`config.mk`:
```
export PLATFORM = sky130hd
export DESIGN_NAME = uart_tx_fifo
export DESIGN_NICKNAME = d
export VERILOG_FILES = /design/src/rtl/uart_tx_fifo.sv
export SDC_FILE = /design/constraint.sdc
export NUM_CORES = 1
export LEC_CHECK = 0
export ABC_AREA = 1
export BUFFER_PORTS_ARGS = -buffer_cell sky130_fd_sc_hd__clkbuf_2
export CORE_MARGIN = 10
export CORE_UTILIZATION = 40
export CTS_BUF_LIST = sky130_fd_sc_hd__clkbuf_4
export DETAILED_ROUTE_END_ITERATION = 6
export GPL_ROUTABILITY_DRIVEN = 0
export PLACE_DENSITY = 0.62
export SYNTH_ARGS = -nofsm -noshare
export SYNTH_HDL_FRONTEND = slang
export SYNTH_SLANG_ARGS = --single-unit
```
`constraint.sdc`:
```
create_clock -name clk -period 2.09 [get_ports clk]
set_input_delay 0.209 -clock clk [delete_from_list [all_inputs] [get_ports clk]]
set_output_delay 0.209 -clock clk [all_outputs]
set_load 0.02 [all_outputs]
```
`src/rtl/uart_tx_fifo.sv`:
```
// Buffered UART transmitter: bytes enter a small circular FIFO through a valid/busy
// handshake and are serialised LSB-first (start, 8 data, STOP_BITS stop) on out_signal.
module uart_tx_fifo #(
  parameter int unsigned CLKS_PER_BIT = 868,
  parameter int unsigned FIFO_DEPTH   = 4,
  parameter int unsigned STOP_BITS    = 1
) (
  input  logic                         clk,
  input  logic                         rst_n,
  input  logic [7:0]                   in_data,
  input  logic                         in_valid,
  output logic                         out_BUSY,
  output logic                         out_drop,
  output logic [$clog2(FIFO_DEPTH):0]  out_level,
  output logic                         out_idle,
  output logic                         out_signal
);

  localparam int unsigned AW        = $clog2(FIFO_DEPTH);
  localparam int unsigned LW        = AW + 1;
  localparam int unsigned STOP_CLKS = STOP_BITS * CLKS_PER_BIT;
  localparam int unsigned CW        = $clog2(STOP_CLKS);

  typedef enum logic [1:0] {IDLE, START, DATA, STOP} state_e;

  state_e          state_q, state_d;
  logic [CW-1:0]   cnt_q, cnt_d;
  logic [2:0]      bit_q, bit_d;
  logic [7:0]      shift_q, shift_d;
  logic            line_q, line_d;
  logic [7:0]      mem_q [FIFO_DEPTH];
  logic [AW-1:0]   wr_ptr_q, rd_ptr_q;
  logic [LW-1:0]   level_q, level_d;
  logic            busy_q, drop_q, idle_q;
  logic            push, pop, has_data, bit_done, stop_done;

  assign push      = in_valid && !busy_q;
  assign has_data  = (level_q != '0);
  assign bit_done  = (cnt_q == CW'(CLKS_PER_BIT - 1));
  assign stop_done = (cnt_q == CW'(STOP_CLKS - 1));

  // State register
  always_ff @(posedge clk or negedge rst_n) begin
    if (!rst_n) state_q <= IDLE;
    else        state_q <= state_d;
  end

  // Next-state logic
  always_comb begin
    state_d = state_q;
    case (state_q)
      IDLE:  if (has_data) state_d = START;
      START: if (bit_done) state_d = DATA;
      DATA:  if (bit_done && bit_q == 3'd7) state_d = STOP;
      STOP:  if (stop_done) state_d = has_data ? START : IDLE;
      default: state_d = IDLE;
    endcase
  end

  // Datapath/output next values; a pop loads the shifter and drives the start bit
  always_comb begin
    cnt_d   = cnt_q + CW'(1);
    bit_d   = bit_q;
    shift_d = shift_q;
    line_d  = line_q;
    pop     = 1'b0;
    case (state_q)
      IDLE: begin
        cnt_d  = '0;
        line_d = 1'b1;
        if (has_data) begin
          pop     = 1'b1;
          shift_d = mem_q[rd_ptr_q];
          line_d  = 1'b0;
        end
      end
      START: if (bit_done) begin
        cnt_d  = '0;
        bit_d  = 3'd0;
        line_d = shift_q[0];
      end
      DATA: if (bit_done) begin
        cnt_d = '0;
        if (bit_q == 3'd7) begin
          line_d = 1'b1;
        end else begin
          shift_d = shift_q >> 1;
          line_d  = shift_q[1];
          bit_d   = bit_q + 3'd1;
        end
      end
      STOP: if (stop_done) begin
        cnt_d  = '0;
        line_d = 1'b1;
        if (has_data) begin
          pop     = 1'b1;
          shift_d = mem_q[rd_ptr_q];
          line_d  = 1'b0;
        end
      end
      default: cnt_d = '0;
    endcase
  end

  always_comb begin
    case ({push, pop})
      2'b10:   level_d = level_q + LW'(1);
      2'b01:   level_d = level_q - LW'(1);
      default: level_d = level_q;
    endcase
  end

  always_ff @(posedge clk) begin
    if (push) mem_q[wr_ptr_q] <= in_data;
  end

  // Idle tracks the FSM target and the occupancy seen before this edge's push
  always_ff @(posedge clk or negedge rst_n) begin
    if (!rst_n) begin
      cnt_q    <= '0;
      bit_q    <= '0;
      shift_q  <= '0;
      line_q   <= 1'b1;
      wr_ptr_q <= '0;
      rd_ptr_q <= '0;
      level_q  <= '0;
      busy_q   <= 1'b0;
      drop_q   <= 1'b0;
      idle_q   <= 1'b1;
    end else begin
      cnt_q    <= cnt_d;
      bit_q    <= bit_d;
      shift_q  <= shift_d;
      line_q   <= line_d;
      if (push) wr_ptr_q <= wr_ptr_q + AW'(1);
      if (pop)  rd_ptr_q <= rd_ptr_q + AW'(1);
      level_q  <= level_d;
      busy_q   <= (level_d == LW'(FIFO_DEPTH));
      drop_q   <= in_valid && busy_q;
      idle_q   <= (state_d == IDLE) && !has_data;
    end
  end

  assign out_signal = line_q;
  assign out_BUSY   = busy_q;
  assign out_drop   = drop_q;
  assign out_level  = level_q;
  assign out_idle   = idle_q;

endmodule
```
# [After elaboration in Yosys (flattened, before gate mapping)]
# Memories as Yosys holds them, arrays and structs flattened.
# Cells that the tools add are included.
[word_totals] ff_bits=34 ramBits=32 in_bits=11 out_inout_bits=7 word_cells=74 mem_count=1
[op_classes] add_sub_neg=6 eq_ne=12 muxes=29 n_reduce_logical=15
[memory_table] memory="mem_q" words=4 word_bits=8 read_ports=1 rd_clocked_by_memory_dff=0 wr=1 line="31" text="logic [7:0] mem_q [FIFO_DEPTH];"
[op_table] cell="$mux W8" n=4
[op_table] cell="$pmux W8 S3" n=1
[op_table] cell="$pmux W10 S2" n=1
[op_table] cell="$pmux W3 S2" n=2
[op_table] cell="$add A10 B1 Y10 const B" n=1
[op_table] cell="$eq A10 B10 Y1 const B" n=1
[op_table] cell="$mux W1" n=10
[op_table] cell="$mux W10" n=1
[op_table] cell="$mux W3" n=3
[op_table] cell="$mux W2" n=4
[op_table] cell="$ne A2 B2 Y1 const B" n=4
[op_table] cell="$pmux W2 S4" n=1
[op_table] cell="$reduce_and A4 Y1" n=2
[op_table] cell="$add A3 B1 Y3 const B" n=2
[op_table] cell="$eq A2 B2 Y1 const B" n=3
[op_table] cell="$eq A3 B3 Y1 const B" n=2
[op_table] cell="$reduce_bool A3 Y1" n=2
[op_table] cell="$add A2 B1 Y2 const B" n=2
[op_table] cell="$eq A2 B1 Y1 const B" n=2
[op_table] cell="$logic_and A1 B1 Y1" n=4
[op_table] cell="$logic_not A2 Y1" n=2
[op_table] cell="$pmux W1 S4" n=1
[op_table] cell="$reduce_and A3 Y1" n=1
[op_table] cell="$reduce_or A3 Y1" n=1
[op_table] cell="other kinds (4)" n=5

# [Depth between registers and ports, before layout]
[logic_depth] word_depth=7 depth_mapped=14 mapped_depth_nobuf=14

# [Worst setup path after synthesis]
# Ideal clock, no wire load.
[synth_timing] path_type="reg2reg" startpoint="register cnt_q[0]" endpoint="register busy_q, in the netlist out_BUSY" setup_time_ps=88 arrival_time_ps=2125 required_time_ps=2002 slack_ps=-123 stages_incl_launch_ff=15 n_path_buf=0 cell_sequence="dfrtp_1 ha_1 nand2_1 nor2_2 nand4_1 nand2_1 nand2_1 inv_1 ha_1 inv_1 fa_1 a21oi_1 o21ai_0 xnor2_1 nor3b_1"
[synth_via] elab_chain_cells=6
[synth_lines] element="start, declared" line="27" text="logic [CW-1:0] cnt_q, cnt_d;"
[synth_lines] element="start signal, assigned" line="131" text="cnt_q <= cnt_d;"
[synth_lines] element="$eq A10 B10 Y1 (*)" line="40" text="assign stop_done = (cnt_q == CW'(STOP_CLKS - 1));"
[synth_lines] element="$mux W1 (*)" line="92" text="STOP: if (stop_done) begin"
[synth_lines] element="$pmux W1 S2 (*)" line="67" text="case (state_q)"
[synth_lines] element="named net pop" line="35" text="logic push, pop, has_data, bit_done, stop_done;"
[synth_lines] element="$eq A2 B1 Y1 / $eq A2 B2 Y1 (equally long branches)" line="106" text="case ({push, pop})"
[synth_lines] element="$pmux W3 S2 (*)" line="106"
[synth_lines] element="named net level_d[2]" line="33" text="logic [LW-1:0] level_q, level_d;"
[synth_lines] element="$eq A3 B3 Y1 (*)" line="138" text="busy_q <= (level_d == LW'(FIFO_DEPTH));"
[synth_lines] element="end signal, assigned" line="138"
[synth_lines] element="end, declared" line="34" text="logic busy_q, drop_q, idle_q;"
# Mark *: on every way through the listed nets, which the timed path passes. The rest lies on a longest branch.
# A chain may end at the register's enable or synchronous reset.

# [Worst setup path after layout]
[layout_timing] startpoint="register state_q[1]" endpoint="register busy_q, in the netlist out_BUSY"
[layout_via] elab_chain_cells=5
[layout_lines] element="start, declared" line="26" text="state_e state_q, state_d;"
[layout_lines] element="start signal, assigned" line="45" text="else state_q <= state_d;"
[layout_lines] element="$eq A2 B2 Y1 / $logic_not A2 Y1 (equally long branches)" line="67"
[layout_lines] element="$pmux W1 S2 (*)" line="67"
[layout_lines] element="named net pop" line="35"
[layout_lines] element="$eq A2 B1 Y1 / $eq A2 B2 Y1 (equally long branches)" line="106"
[layout_lines] element="$pmux W3 S2 (*)" line="106"
[layout_lines] element="named net level_d[2]" line="33"
[layout_lines] element="$eq A3 B3 Y1 (*)" line="138"
# Marks and branches as above.

==> summary.txt <==
Synthesis
  – Main synth FF type: edfxtp_1
  – FF+latch count, synth: 66
  – Post-Syn Area: 0.00300 sq mm
  – Asr flop ratio synth: 51.5%
  – Most area-hungry cell type in the Yosys netlist: edfxtp_1
  – Synth area leaders: edfxtp_1, dfrtp_1, nand2_1, ha_1, nor2_1
  – Yosys top cell area share: 32.1%
  – Post-Synthesis Cells: 287
  – EDFF count, synth: 32
  – Post-Syn Nets: 312
  – Yosys warns: 0
  – Average size of a mapped cell: 10.4 sq um
  – Commonest cells in the netlist: nand2_1, nor2_1, dfrtp_1, edfxtp_1, inv_1
  – Synth cell types: 31
  – Most frequent cell after synthesis: nand2_1
  – Sequential-to-total area share from yosys stat: roughly 60%

Worst setup path
  – R2R Path Start: state_q[1]
  – Worst setup EP type: register
  – Reg2Reg Depth: 12
  – Crit Path Max Fanout: 3
  – Startpoint type of the worst setup path: register
  – Reg2reg setup slack: -0.09 ns
  – Worst EP required: 2.45 ns
  – WP data arrival: 2.54 ns
  – Critical path class: register to register
  – Worst reg2reg path endpoint: out_BUSY

Timing
  – RSZ-0062 raised after global routing: true
  – Worst Slack Setup Final: -0.0907 ns
  – Clock skew: around 0.019 ns
  – Max Freq: 0.459 GHz
  – Final hold viol count: 0
  – Hold WS: 0.401 ns
  – Slew Viols, Final: 0
  – Worst-Margin Slew: 0.840 ns
  – Tcrit/Tclk final: 104%
  – Max-slew headroom: 44.0%
  – Setup Viol. Count Final: 1
  – Crit path time final: 2.18 ns

Global route
  – First-pass GRT wire length: 10100 microns
  – Grt ovf: 0
  – Initial antenna violation count: 0
  – All-Layer GR Usage: 11.2%
  – Pin count of the biggest net entering global routing: 35
  – Vias in the first global route: 2213

Die
  – I/O Pins: 18
  – Die Height: 107 microns
  – Core area: 0.00725 sq mm
  – Die Width: 107 microns
  – # rows: 31
  – Die area: 0.0114 sq mm
  – Initial Utilization: 41.3%

Routing
  – Final wirelength: ~6000 microns
  – Initial DRC Count: 74
  – DRT Pass-1 Iters: 4
  – DR WL/cell: 12.9 microns
  – DR vias/cell: 4.74
  – DRC violations left: 0
  – Via count: 2208
  – Antenna Violating Nets Remaining: 0

Place
  – DP Area: 0.00343 sq mm
  – Port Buffers: 17
  – DPL Wire Length: 3920 microns

Job
  – Max-cap violations: 0

Clock network
  – Root buf cell: clkbuf_4
  – Clk buf depth: 2
  – Total clock sinks: 66
  – Clock transition at path regs: ~0.12 ns
  – Num CTS Buffers: 9
  – Clock latency on the worst-skew pair: 0.42 ns
  – CTS tree: done
  – CTS H-tree depth: 3

Finish
  – Reg area: 0.00181 sq mm
  – Area occupied by multi-input gates: 0.00107 sq mm
  – Fillers: 649
  – Final instance area: 0.00383 sq mm
  – Layout area overhead: 27.7%
  – Final Net Count: 387
  – Share of layout cells above drive strength 1: 27.0%
  – Antenna cell count: 0

Outcome
  – Violated checks: negative setup slack
  – Outcome: finished, violations left

Pwr
  – Peak VDD IR: 0.705 mV
  – Pleak: 1.70 nW
  – Power Density: ~1400 mW/mm^2

Hold path
  – HP Class: primary input to async pin
[worst max-delay path: stages (launching register included)]
cell,delay (ns)
dfrtp_1,0.39
inv_1,0.07
ha_1,0.31
nor2_2,0.16
nand2_2,0.08
inv_2,0.07
ha_4,0.12
inv_2,0.04
fa_2,0.34
a21oi_2,0.11
o21ai_1,0.08
xnor2_1,0.16
nor3b_2,0.18
[how the worst max path moves through the flow]
stage | from | end | slack (ns) | cells past startpoint
CTS | cnt_q[1] | out_BUSY | -0.13 | 14
global route | cnt_q[1] | out_BUSY | -0.28 | 14
floorplan | cnt_q[0] | out_BUSY | -0.07 | 14
global placement | cnt_q[1] | out_BUSY | -0.09 | 14
detailed placement | cnt_q[1] | out_BUSY | -0.20 | 14
finish | state_q[1] | out_BUSY | -0.09 | 12
[what timing repair did]
item,in CTS,in global routing
hold buffers,9,1
setup buffers,12,1
endpoints found under the setup margin,3,4
gates resized for setup,11,1
pin swaps,6,3
endpoints found under the hold margin,59,3
[layout by cell type, fill, tap and decap left out, types with 3 or more instances in the layout]
master / Yosys / layout
nand4_1: 4 / 4
edfxtp_1: 32 / 32
bufinv_16: 0 / 3
o21ai_1: 8 / 10
nand2_2: 2 / 6
a21oi_1: 6 / 5
inv_2: 1 / 3
o22ai_1: 7 / 7
clkbuf_2: 0 / 17
clkinv_4: 0 / 3
nand2_1: 44 / 40
nand3_1: 12 / 12
clkbuf_4: 0 / 9
o21ai_0: 25 / 23
xor2_1: 4 / 4
nor2_1: 38 / 36
ha_1: 13 / 11
dlygate4sd3_1: 0 / 10
buf_4: 0 / 43
nor2_2: 1 / 3
dfrtp_1: 32 / 32
mux2i_1: 6 / 6
o21ai_2: 3 / 3
inv_1: 30 / 28
[report_power, final]
group / total, mW / switching [mW] / internal [mW] / leakage [nW]
sequential: 1.93 / 0.175 / 1.75 / 0.720
clock: 1.12 / 0.510 / 0.615 / 0.101
combinational: 2.37 / 1.37 / 0.999 / 0.874
[metrics by stage]
step / power, mW / setup WS [ns] / utilization (%) / setup TNS (ns) / cells
2_1_floorplan: 3.44 / -0.0724 / - / -0.0724 / 287
3_3_place_gp: 4.11 / -0.0853 / 47.3 / -0.0853 / 430
3_5_place_dp: 4.19 / -0.197 / 47.3 / -0.209 / 430
4_1_cts: 5.44 / -0.125 / 52.8 / -0.241 / 467
5_1_grt: 5.85 / -0.277 / 52.8 / -0.354 / 466
6_report: 5.42 / -0.0907 / 52.8 / -0.0907 / 466
[cells by family (layout without fill, tap and decap cells)]
kind of cell	after synthesis	in the layout	share of synthesized area, %
muxes	6	6	2.00
buffers and inverters	37	117	5.05
AOI/OAI and AO/OA	53	53	9.81
adders and majority gates	14	14	6.10
and+or+nand+nor	105	105	14.7
xor gates and xnor gates	6	6	1.75
DFF	66	66	60.5
[area by class of cell]
class | count | area share (%)
clock buffer | 9 | 1.77
multi-input combinational | 184 | 28.0
tap | 99 | 3.24
sequential | 66 | 47.4
inverter | 31 | 3.04
timing repair buffer | 70 | 13.3
clock inverter | 7 | 3.27
[routing by layer]
metal / track usage, % / up-vias / share of wire (%)
met3: 3.38 / 8 / 3.2
met5: 0 / - / 0
met2: 19.1 / 30 / 50
met4: 4.93 / 0 / 1.4
li1: - / 1116 / -
met1: 12.7 / 1054 / 45
[registers in the layout, indices dropped and copies added (netlist names)]
name	count
mem_q	32
out_signal	1
wr_ptr_q	2
bit_q	3
cnt_q	10
state_q	2
out_drop	1
out_idle	1
shift_q	8
out_BUSY	1
out_level	3
rd_ptr_q	2
(Power assumes the default switching activity.)
